`config.mk`:
```
export PLATFORM = sky130hd
export DESIGN_NAME = parity_scan_sequencer
export DESIGN_NICKNAME = d
export VERILOG_FILES = /design/src/rtl/parity_scan_sequencer.sv
export SDC_FILE = /design/constraint.sdc
export NUM_CORES = 1
export LEC_CHECK = 0
export ABC_AREA = 1
export ABC_CLOCK_PERIOD_IN_PS = 1100
export CORE_AREA = 5 5 65 79
export CTS_CLUSTER_SIZE = 14
export DETAILED_ROUTE_END_ITERATION = 16
export DIE_AREA = 0 0 70 84
export HOLD_SLACK_MARGIN = 0.08
export PLACE_DENSITY = 0.72
export SLEW_MARGIN = 10
export SYNTH_ARGS = -nofsm -noshare
export SYNTH_HDL_FRONTEND = slang
export SYNTH_HIERARCHICAL = 1
export SYNTH_SLANG_ARGS = --single-unit
```
`constraint.sdc`:
```
create_clock -name iw_clk -period 1.1 [get_ports iw_clk]
set_clock_uncertainty 0.05 [all_clocks]
set_input_delay 0.11 -clock iw_clk [delete_from_list [all_inputs] [get_ports iw_clk]]
set_output_delay 0.11 -clock iw_clk [all_outputs]
set_load 0.005 [all_outputs]
```
`src/rtl/parity_scan_sequencer.sv`:
```
// parity_scan_sequencer: two-stage valid/ready pipeline producing the inclusive
// running XOR prefix of each WIDTH-bit beat, with the prefix carried across the
// beats of a segment.
// Build option: define PARITY_SCAN_CARRY_EN to build the cross-beat carry;
// without it every beat is scanned independently.

module GenericPrefixXor #(
    parameter int unsigned WIDTH = 8
) (
    input  logic [WIDTH-1:0] i_data,
    output logic [WIDTH-1:0] o_prefix
);
    localparam int unsigned LEVELS = $clog2(WIDTH);

    // Log-depth network: level s folds in the partial prefix 2^s bits below,
    // which for XOR is simply v ^ (v << 2^s).
    for (genvar s = 0; s < LEVELS; s++) begin : g_lvl
        logic [WIDTH-1:0] w_in;
        logic [WIDTH-1:0] w_out;
        if (s == 0) begin : g_first
            assign w_in = i_data;
        end else begin : g_next
            assign w_in = g_lvl[s-1].w_out;
        end
        assign w_out = w_in ^ (w_in << (1 << s));
    end

    assign o_prefix = g_lvl[LEVELS-1].w_out;
endmodule

module parity_scan_sequencer #(
    parameter int unsigned WIDTH = 8,
    parameter int unsigned CNT_W = 8
) (
    input  logic             iw_clk,
    input  logic             iw_rst_n,
    input  logic             iw_valid,
    output logic             ow_ready,
    input  logic [WIDTH-1:0] iwv_data,
    input  logic             iw_last,
    output logic             ow_valid,
    input  logic             iw_ready,
    output logic [WIDTH-1:0] owv_data,
    output logic             ow_last,
    output logic             ow_parity,
    output logic [CNT_W-1:0] owv_beat
);
    logic             r_s1_full;
    logic [WIDTH-1:0] r_s1_data;
    logic             r_s1_last;
    logic             r_s2_full;
    logic [WIDTH-1:0] r_s2_data;
    logic             r_s2_last;
    logic [CNT_W-1:0] r_s2_beat;
    logic [CNT_W-1:0] r_cnt;

    logic             w_s1_adv;
    logic             w_in_xfer;
    logic [WIDTH-1:0] w_local;
    logic [WIDTH-1:0] w_scan;

    GenericPrefixXor #(.WIDTH(WIDTH)) u_prefix (
        .i_data   (r_s1_data),
        .o_prefix (w_local)
    );

    assign w_s1_adv  = r_s1_full && (!r_s2_full || iw_ready);
    assign ow_ready  = !r_s1_full || w_s1_adv;
    assign w_in_xfer = iw_valid && ow_ready;

`ifdef PARITY_SCAN_CARRY_EN
    logic r_carry;

    assign w_scan = w_local ^ {WIDTH{r_carry}};

    // Segment carry: follows the beat moving S1->S2, cleared at segment end
    always_ff @(posedge iw_clk or negedge iw_rst_n) begin
        if (!iw_rst_n) begin
            r_carry <= 1'b0;
        end else if (w_s1_adv) begin
            r_carry <= r_s1_last ? 1'b0 : w_scan[WIDTH-1];
        end
    end
`else
    assign w_scan = w_local;
`endif

    // Stage S1: capture the incoming beat, empty when it moves on
    always_ff @(posedge iw_clk or negedge iw_rst_n) begin
        if (!iw_rst_n) begin
            r_s1_full <= 1'b0;
            r_s1_data <= '0;
            r_s1_last <= 1'b0;
        end else if (w_in_xfer) begin
            r_s1_full <= 1'b1;
            r_s1_data <= iwv_data;
            r_s1_last <= iw_last;
        end else if (w_s1_adv) begin
            r_s1_full <= 1'b0;
        end
    end

    // Stage S2: output register, holds under stall, empties on output transfer
    always_ff @(posedge iw_clk or negedge iw_rst_n) begin
        if (!iw_rst_n) begin
            r_s2_full <= 1'b0;
            r_s2_data <= '0;
            r_s2_last <= 1'b0;
            r_s2_beat <= '0;
        end else if (w_s1_adv) begin
            r_s2_full <= 1'b1;
            r_s2_data <= w_scan;
            r_s2_last <= r_s1_last;
            r_s2_beat <= r_cnt;
        end else if (r_s2_full && iw_ready) begin
            r_s2_full <= 1'b0;
        end
    end

    // Beat index within the segment, wraps freely
    always_ff @(posedge iw_clk or negedge iw_rst_n) begin
        if (!iw_rst_n) begin
            r_cnt <= '0;
        end else if (w_s1_adv) begin
            r_cnt <= r_s1_last ? '0 : r_cnt + 1'b1;
        end
    end

    assign ow_valid  = r_s2_full;
    assign owv_data  = r_s2_data;
    assign ow_last   = r_s2_last;
    assign ow_parity = r_s2_data[WIDTH-1];
    assign owv_beat  = r_s2_beat;
endmodule
```
==> key figures, run 1 <==
Finish
  – Area Overhead vs Synth: 59.4%
  – Final net count: between 300 and 400
  – Proportion of layout cells with a drive suffix above 1: about 47%
  – Post-route insts no fill: 381
  – Commonest cells after routing, fill and taps aside: 72 x nand2_1, 38 x nand2_2, 30 x dfrtp_1, 30 x buf_4, 17 x clkdlybuf4s15_1
  – Diode count: 0
  – Final Cell Area: between 3000 and 4000 um2
  – Leading cell type in the layout, fill and taps excluded: nand2_1
  – Layout filler cell count: between 300 and 400

Synth
  – Share of synthesized cell area in full adder, half adder and majority cells: 0.652%
  – Synthesized-area fraction occupied by xor and xnor cells: under 10%
  – Cell Area, Synth: 1920 um2
  – Proportion of synthesized area in mux cells: 0%
  – Count of state elements after synthesis: 36
  – Fraction of the mapped netlist area in simple logic gates: between 30% and 40%
  – Syn Inst Count: roughly 240
  – Share of synthesized flip-flops with an asynchronous set or reset: 100%
  – Proportion of synthesized chip area in sequential cells: 46.9%
  – Warnings from Yosys: 6
  – Number of enable-type register cells in the synthesized netlist: 0
  – Synthesized area per cell: 7.87 um2
  – Library cells used by synthesis: 24
  – Main synth FF type: dfrtp_1
  – Main combinational cell family by area after synthesis: simple AND/OR/NAND/NOR gates
  – Post-synthesis compound-gate area fraction: 5.02%
  – Synthesized net count: 258

Die
  – Initial Util: roughly 44%
  – Chip height: approximately 84 um
  – CORE AREA: 4390 um2
  – Site row count: 27
  – Die area: just under 6000 um2
  – Die boundary width: 70 um
  – I/O pin total: 33

Routing
  – Drt first-iter violations: 85
  – Remaining routing DRC violations: 0
  – Number of vias after detailed routing: 1756
  – Wire length per cell: 12.0 um
  – Count of antenna-violating nets left after detailed routing: 0
  – Total iterations of the first detailed-routing run: 4
  – Wire length reported by the detailed router: 4580 um
  – Via-per-instance ratio: 4.61

Setup path
  – Maximum fanout count along the critical path: 5
  – Critical path data required time: 1.28 ns
  – List of cells traversed by the critical path: buf_6 -> nand2_8 -> nand2_8 -> nor2_4 -> nand2_2 -> nand2_1 -> nand2_1 -> nor2_1
  – Worst endpoint data arrival time: 1.42 ns
  – Buffer and inverter count on the worst path: 1
  – Category of the worst setup path capture point: flop
  – Highest cell delay on the worst timing path: ~0.40 ns
  – Largest delay contributor family on the critical path: simple AND/OR/NAND/NOR gates
  – CP max-delay cell: dfrtp_1
  – Crit path kind: flop to flop
  – Crit path launch type: flop

Pwr
  – Peak VDD IR: 885 uV
  – Pwr/cell area: 1630 nW/um2
  – Power share of the clock group: 17.7%
  – Power Internal: 3.26 mW
  – Combinational power share: 45.5%
  – Tot Pwr: around 5.0 mW
  – Net Sw Power: 1.73 mW
  – Sequential Power Share: 36.7%
  – Pleak: 1.53 nW
  – Switching fraction of total power: 34.7%

Timing
  – Final-report max-slew violation count: 0
  – Unrepaired setup endpoints after global routing: yes
  – Period utilization: 113%
  – Final critical delay including setup and external delays: 1.24 ns
  – Final setup vio count: 37
  – Worst-case setup margin in the final layout: -0.143 ns
  – Remaining max-slew budget at the tightest pin: about 85%
  – Sum of negative setup slack: -2.90 ns
  – Max frequency: between 0.8 and 0.9 GHz
  – Hold Violations, Final: 0
  – Transition time of the tightest slew-check pin: 0.217 ns

CTS
  – Register clock-pin slew on the reported worst setup and hold paths: 0.07 ns
  – Worst-case clock buffer depth: 2
  – Total number of clock tree sinks: 36
  – Clock buffers created by TritonCTS: 5
  – H-tree level count: 2
  – Hold-fix buffers, CTS: 0
  – CTS Root Cell: clkbuf_8
  – Clock tree from TritonCTS: built
  – Clock latency reported for the late side of the worst-skew pair: 0.29 ns

Global route
  – Met2 Resource Use GR: 29.3%
  – Grt ovf: 0
  – Met3 Resource Use GR: 4.82%
  – Global-route usage over all layers: 15.3%
  – First-pass GRT wire length: 7170 um
  – Most used routing layer: met2
  – Vias in the first global route: 1639
  – Antenna violations before repair: 0
  – Global routing met1 resource utilization: 15.3%
  – Pin count of the biggest net entering global routing: 37

Job
  – Reported max-cap violation count: 0

Outcome
  – Result of the run: complete, but fails checks
  – Violated checks: setup timing

Placement
  – Post-detailed-placement cell area: 2420 um2
  – Weighted congestion at the end of routability-driven global placement: 0.823
  – Instance count after placement with tap cells included: around 350
  – Final HPWL from detailed placement: about 2700 um
  – Minimum setup slack after placement: -0.427 ns
  – Buffers on Ports: 32

Worst hold path
  – Path class of the lowest-slack min-delay path: input pin to asynchronous set/reset pin
sequential cells by signal (all words and copies together) (netlist names):
register   cells
ow_last        1
ow_valid       1
owv_beat       8
owv_data       8
r_cnt          8
r_s1_data      8
r_s1_full      1
r_s1_last      1
through the flow:
stage	util (%)	hold slack (ns)
3_3_place_gp	55.0	0.411
6_report	69.7	0.145
4_1_cts	63.0	0.150
3_5_place_dp	55.0	0.414
5_1_grt	69.7	0.178
2_1_floorplan	-	-0.236
worst register-to-register path: stages, from the launching register on:
cell and delay [ns]:
dfrtp_1 0.40, buf_6 0.14, nand2_8 0.08, nand2_8 0.09, nor2_4 0.17, nand2_2 0.07
nand2_1 0.06, nand2_1 0.04, nor2_1 0.08
worst paths after layout:
path / cells after the start / from / end / slack [ns]
setup / recovery: 8 / ow_valid / r_cnt[5] / -0.14
min in group iw_clk: 3 / iwv_data[1] / r_s1_data[1] / 0.31
max in group asynchronous: 2 / iw_rst_n / r_s1_data[4] / 0.65
hold / removal: 2 / iw_rst_n / owv_data[0] / 0.14
hold reg to reg: 2 / owv_beat[3] / owv_beat[3] / 0.44
setup reg to reg: 8 / ow_valid / r_cnt[5] / -0.14
what timing repair did:
item	CTS	global route
cloned	4	0
buffers inserted	14	11
gates resized for setup	61	79
setup endpoints to repair	54	50
pin swaps	15	20
kinds of logic after synthesis:
logic type | after synthesis
adder cells (fa/ha/maj) | 1
AO/OA/AOI/OAI | 14
flip-flops | 36
XOR/XNOR | 3
AND/OR/NAND/NOR | 156
buffers and inverters | 34
power groups by stage:
stage	Clock (mW)	Combinational (mW)	Sequential, mW
after global routing	0.969	2.49	1.88
after CTS	0.918	1.94	1.80
after detailed placement	0	1.60	1.83
after floorplan	0	0.925	1.81
final	0.884	2.27	1.83
after global placement	0	1.57	1.82
layout make-up:
cell class | instances | area, um2 | share of cell area, %
repair buffers | 81 | 832 | 27.2
well taps | 58 | 72.6 | 2.37
clock buffers | 6 | 72.6 | 2.37
multi-input cells | 175 | 1060 | 34.8
clock inverters | 1 | 5.00 | 0.164
inverters | 24 | 105 | 3.44
flip-flops and latches | 36 | 908 | 29.7
routing by layer:
metal  part of all wire [%]  wire [um]
met2                     57       2600
met5                      0          0
met3                    4.3        199
met1                     37       1670
met4                    2.2        102
cell usage after synthesis, types with 2 or more instances:
cell | instances | share of area [%]
nand3_1 | 18 | 4.7
nor2_1 | 9 | 1.8
nand2_1 | 113 | 22
buf_4 | 3 | 1.2
o21ai_0 | 3 | 0.78
xnor2_1 | 2 | 0.91
o21ai_2 | 7 | 3.2
nand3_2 | 2 | 1.0
inv_1 | 16 | 3.1
dfrtp_1 | 36 | 47
inv_2 | 7 | 1.4
nand2_4 | 6 | 3.5
buf_2 | 3 | 0.78
a21oi_1 | 4 | 1.0
nor3_1 | 2 | 0.52
buf_6 | 2 | 1.2
nand2_2 | 4 | 1.3
No activity file was read; power rests on OpenSTA's default activity.
==> run 2: changes to the inputs <==
--- a/config.mk
+++ b/config.mk
@@ -6,13 +6,15 @@
 export NUM_CORES = 1
 export LEC_CHECK = 0
 export ABC_AREA = 1
-export ABC_CLOCK_PERIOD_IN_PS = 1100
-export CORE_AREA = 5 5 65 79
+export ABC_CLOCK_PERIOD_IN_PS = 1400
+export CELL_PAD_IN_SITES_DETAIL_PLACEMENT = 1
+export CELL_PAD_IN_SITES_GLOBAL_PLACEMENT = 2
+export CORE_AREA = 5 5 80 96
 export CTS_CLUSTER_SIZE = 14
 export DETAILED_ROUTE_END_ITERATION = 16
-export DIE_AREA = 0 0 70 84
+export DIE_AREA = 0 0 85 101
 export HOLD_SLACK_MARGIN = 0.08
-export PLACE_DENSITY = 0.72
+export PLACE_DENSITY = 0.76
 export SLEW_MARGIN = 10
 export SYNTH_ARGS = -nofsm -noshare
 export SYNTH_HDL_FRONTEND = slang
==> constraint.sdc (replaced) <==
create_clock -name iw_clk -period 1.4 [get_ports iw_clk]
set_clock_uncertainty 0.05 [all_clocks]
set_input_delay 0.14 -clock iw_clk [delete_from_list [all_inputs] [get_ports iw_clk]]
set_output_delay 0.14 -clock iw_clk [all_outputs]
set_load 0.005 [all_outputs]
==> run 2 against run 1 <==
The flow now finishes without violations. Die area up 46%. Sequential power down 22%. Worst hold slack improved by 0.21 ns. Register-to-register slack improved by 0.28 ns. Power down 32%.
==> key figures, run 2 (synthesis gave the netlist of run 1 again) <==
Outcome
  – Result of the run: completed

Finish
  – Area Overhead vs Synth: 29.1%
  – Footprint of the multi-input gates: roughly 830 um2
  – Commonest cells after routing, fill and taps aside: 113 x nand2_1, 35 x dfrtp_1, 26 x clkdlybuf4s50_1
  – Final net count: between 300 and 400
  – Layout filler cell count: 855
  – Final Cell Area: 2480 um2
  – Leading cell type in the layout, fill and taps excluded: nand2_1
  – Register area: 902 um2
  – Proportion of layout cells with a drive suffix above 1: 18.3%
  – Post-route insts no fill: 376
  – Diode count: 0

Setup path
  – Worst endpoint data arrival time: 1.16 ns
  – List of cells traversed by the critical path: clkdlybuf4s50_1
  – Critical path data required time: between 1 and 1.5 ns
  – Highest cell delay on the worst timing path: 0.51 ns
  – CP max-delay cell: clkdlybuf4s50_1
  – Crit path launch type: flop
  – Crit path kind: flop to primary output
  – Largest delay contributor family on the critical path: buffers and inverters
  – Buffer and inverter count on the worst path: 1
  – Maximum fanout count along the critical path: 2
  – Category of the worst setup path capture point: primary output

Pwr
  – Pwr/cell area: 1370 nW/um2
  – Combinational power share: 35.7%
  – Sequential Power Share: 41.8%
  – Tot Pwr: between 3 and 4 mW
  – Power Internal: 2.27 mW
  – Pleak: 1.31 nW
  – Peak VDD IR: 415 uV
  – Power share of the clock group: 22.5%
  – Net Sw Power: 1.13 mW
  – Switching fraction of total power: between 30 and 40%

Job
  – Reported max-cap violation count: 0

Placement
  – Post-detailed-placement cell area: 2350 um2
  – Final HPWL from detailed placement: 3150 um
  – Instance count after placement with tap cells included: between 300 and 400
  – Weighted congestion at the end of routability-driven global placement: 0.729
  – Buffers on Ports: 32

Die
  – Die boundary width: 85 um
  – Initial Util: 28.7%
  – Die area: 8590 um2
  – Chip height: between 100 and 150 um
  – Site row count: 33
  – CORE AREA: 6690 um2
  – I/O pin total: 33

Timing
  – Sum of negative setup slack: 0 ns
  – Period utilization: between 90% and 100%
  – Final critical delay including setup and external delays: 1.35 ns
  – Transition time of the tightest slew-check pin: ~0.46 ns
  – Max frequency: 0.741 GHz
  – Final-report max-slew violation count: 0
  – Unrepaired setup endpoints after global routing: no
  – Hold Violations, Final: 0
  – Remaining max-slew budget at the tightest pin: ~70%
  – Final setup vio count: 0
  – Worst-case hold slack: 0.354 ns

Routing
  – Wire length per cell: 10.8 um
  – Number of vias after detailed routing: 1577
  – Count of antenna-violating nets left after detailed routing: 0
  – Remaining routing DRC violations: 0
  – Drt first-iter violations: 47
  – Via-per-instance ratio: 4.19
  – Total iterations of the first detailed-routing run: 4
  – Wire length reported by the detailed router: 4080 um

CTS
  – Clock latency reported for the late side of the worst-skew pair: just under 0.3 ns
  – Register clock-pin slew on the reported worst setup and hold paths: 0.07 ns
  – CTS Root Cell: clkbuf_8
  – H-tree level count: 2
  – Worst-case clock buffer depth: 2
  – Clock buffers created by TritonCTS: 5
  – Clock tree from TritonCTS: built
  – Total number of clock tree sinks: 36

Global route
  – Pin count of the biggest net entering global routing: 37
  – Global-route usage over all layers: 10.6%
  – Grt ovf: 0
  – Antenna violations before repair: 0
  – First-pass GRT wire length: 7250 um
  – Vias in the first global route: 1657

Worst hold path
  – Path class of the lowest-slack min-delay path: input pin to flop
==> run 2: cell types whose count changed in the layout (fill, tap and decap cells not counted), sizes merged <==
cell	before	now
buf	50	15
clkbuf	8	6
clkdlybuf4s15	17	0
clkdlybuf4s50	12	26
clkinv	1	2
dlygate4sd2	0	2
dlygate4sd3	0	1
dlymetal6s2s	0	3
nand2	124	123
==> run 2: area by class of cell <==
| cell class | count | area share (%) |
|---|---|---|
| tap | 87 | 4.39 |
| timing repair buffer | 47 | 18.2 |
| sequential | 36 | 36.4 |
| clock inverter | 2 | 0.404 |
| multi-input combinational | 174 | 33.5 |
| inverter | 24 | 3.74 |
| clock buffer | 6 | 3.33 |
==> run 2: what timing repair did <==
| action | 4_1_cts | 5_1_grt |
|---|---|---|
| cloned | 0 | 0 |
| hold endpoints to repair | 36 | 0 |
| hold buffers | 1 | 0 |
| buffers inserted | 0 | 2 |
| endpoints found under the setup margin | 2 | 5 |
| gates resized for setup | 3 | 4 |
==> run 2: worst paths after layout <==
kind,from,end,slack (ns),cells after the start
max,owv_data[1],owv_data[1],0.05,1
min,iwv_data[2],r_s1_data[2],0.35,3
max reg2reg,ow_valid,r_cnt[7],0.14,7
min reg2reg,ow_last,ow_last,0.43,2
max in group asynchronous,iw_rst_n,r_s1_data[4],0.58,3
min in group asynchronous,iw_rst_n,r_s1_data[2],0.38,3
==> run 2: per-stage QoR <==
step | setup WS (ns) | utilization [%]
after floorplan | 0.254 | -
after global placement | -0.205 | 35.1
after detailed placement | -0.201 | 35.1
after CTS | 0.0179 | 36.7
after global routing | 0.00267 | 37.1
final | 0.0496 | 37.1
==> run 2: power by group through the flow <==
stage	clock, mW	combinational, mW	sequential [mW]
5_1_grt	0.853	1.38	1.45
2_1_floorplan	0	0.717	1.42
3_3_place_gp	0	1.21	1.44
6_report	0.765	1.21	1.42
4_1_cts	0.802	1.23	1.43
3_5_place_dp	0	1.23	1.45
==> run 2: layer usage <==
metal | routed length (um) | part of all wire, % | global-route usage (%) | vias to the layer above
met5 | 0 | 0 | 0 | -
met4 | 69 | 1.7 | 5.48 | 0
met3 | 151 | 3.7 | 1.72 | 5
met2 | 2160 | 53 | 19.9 | 28
met1 | 1690 | 41 | 11.2 | 715
li1 | - | - | - | 829
==> run 2: tightest hold or removal path, cell delays in order <==
cell	delay (ns)
clkdlybuf4s50_1	0.40
nand3_1	0.08
nand2_1	0.05
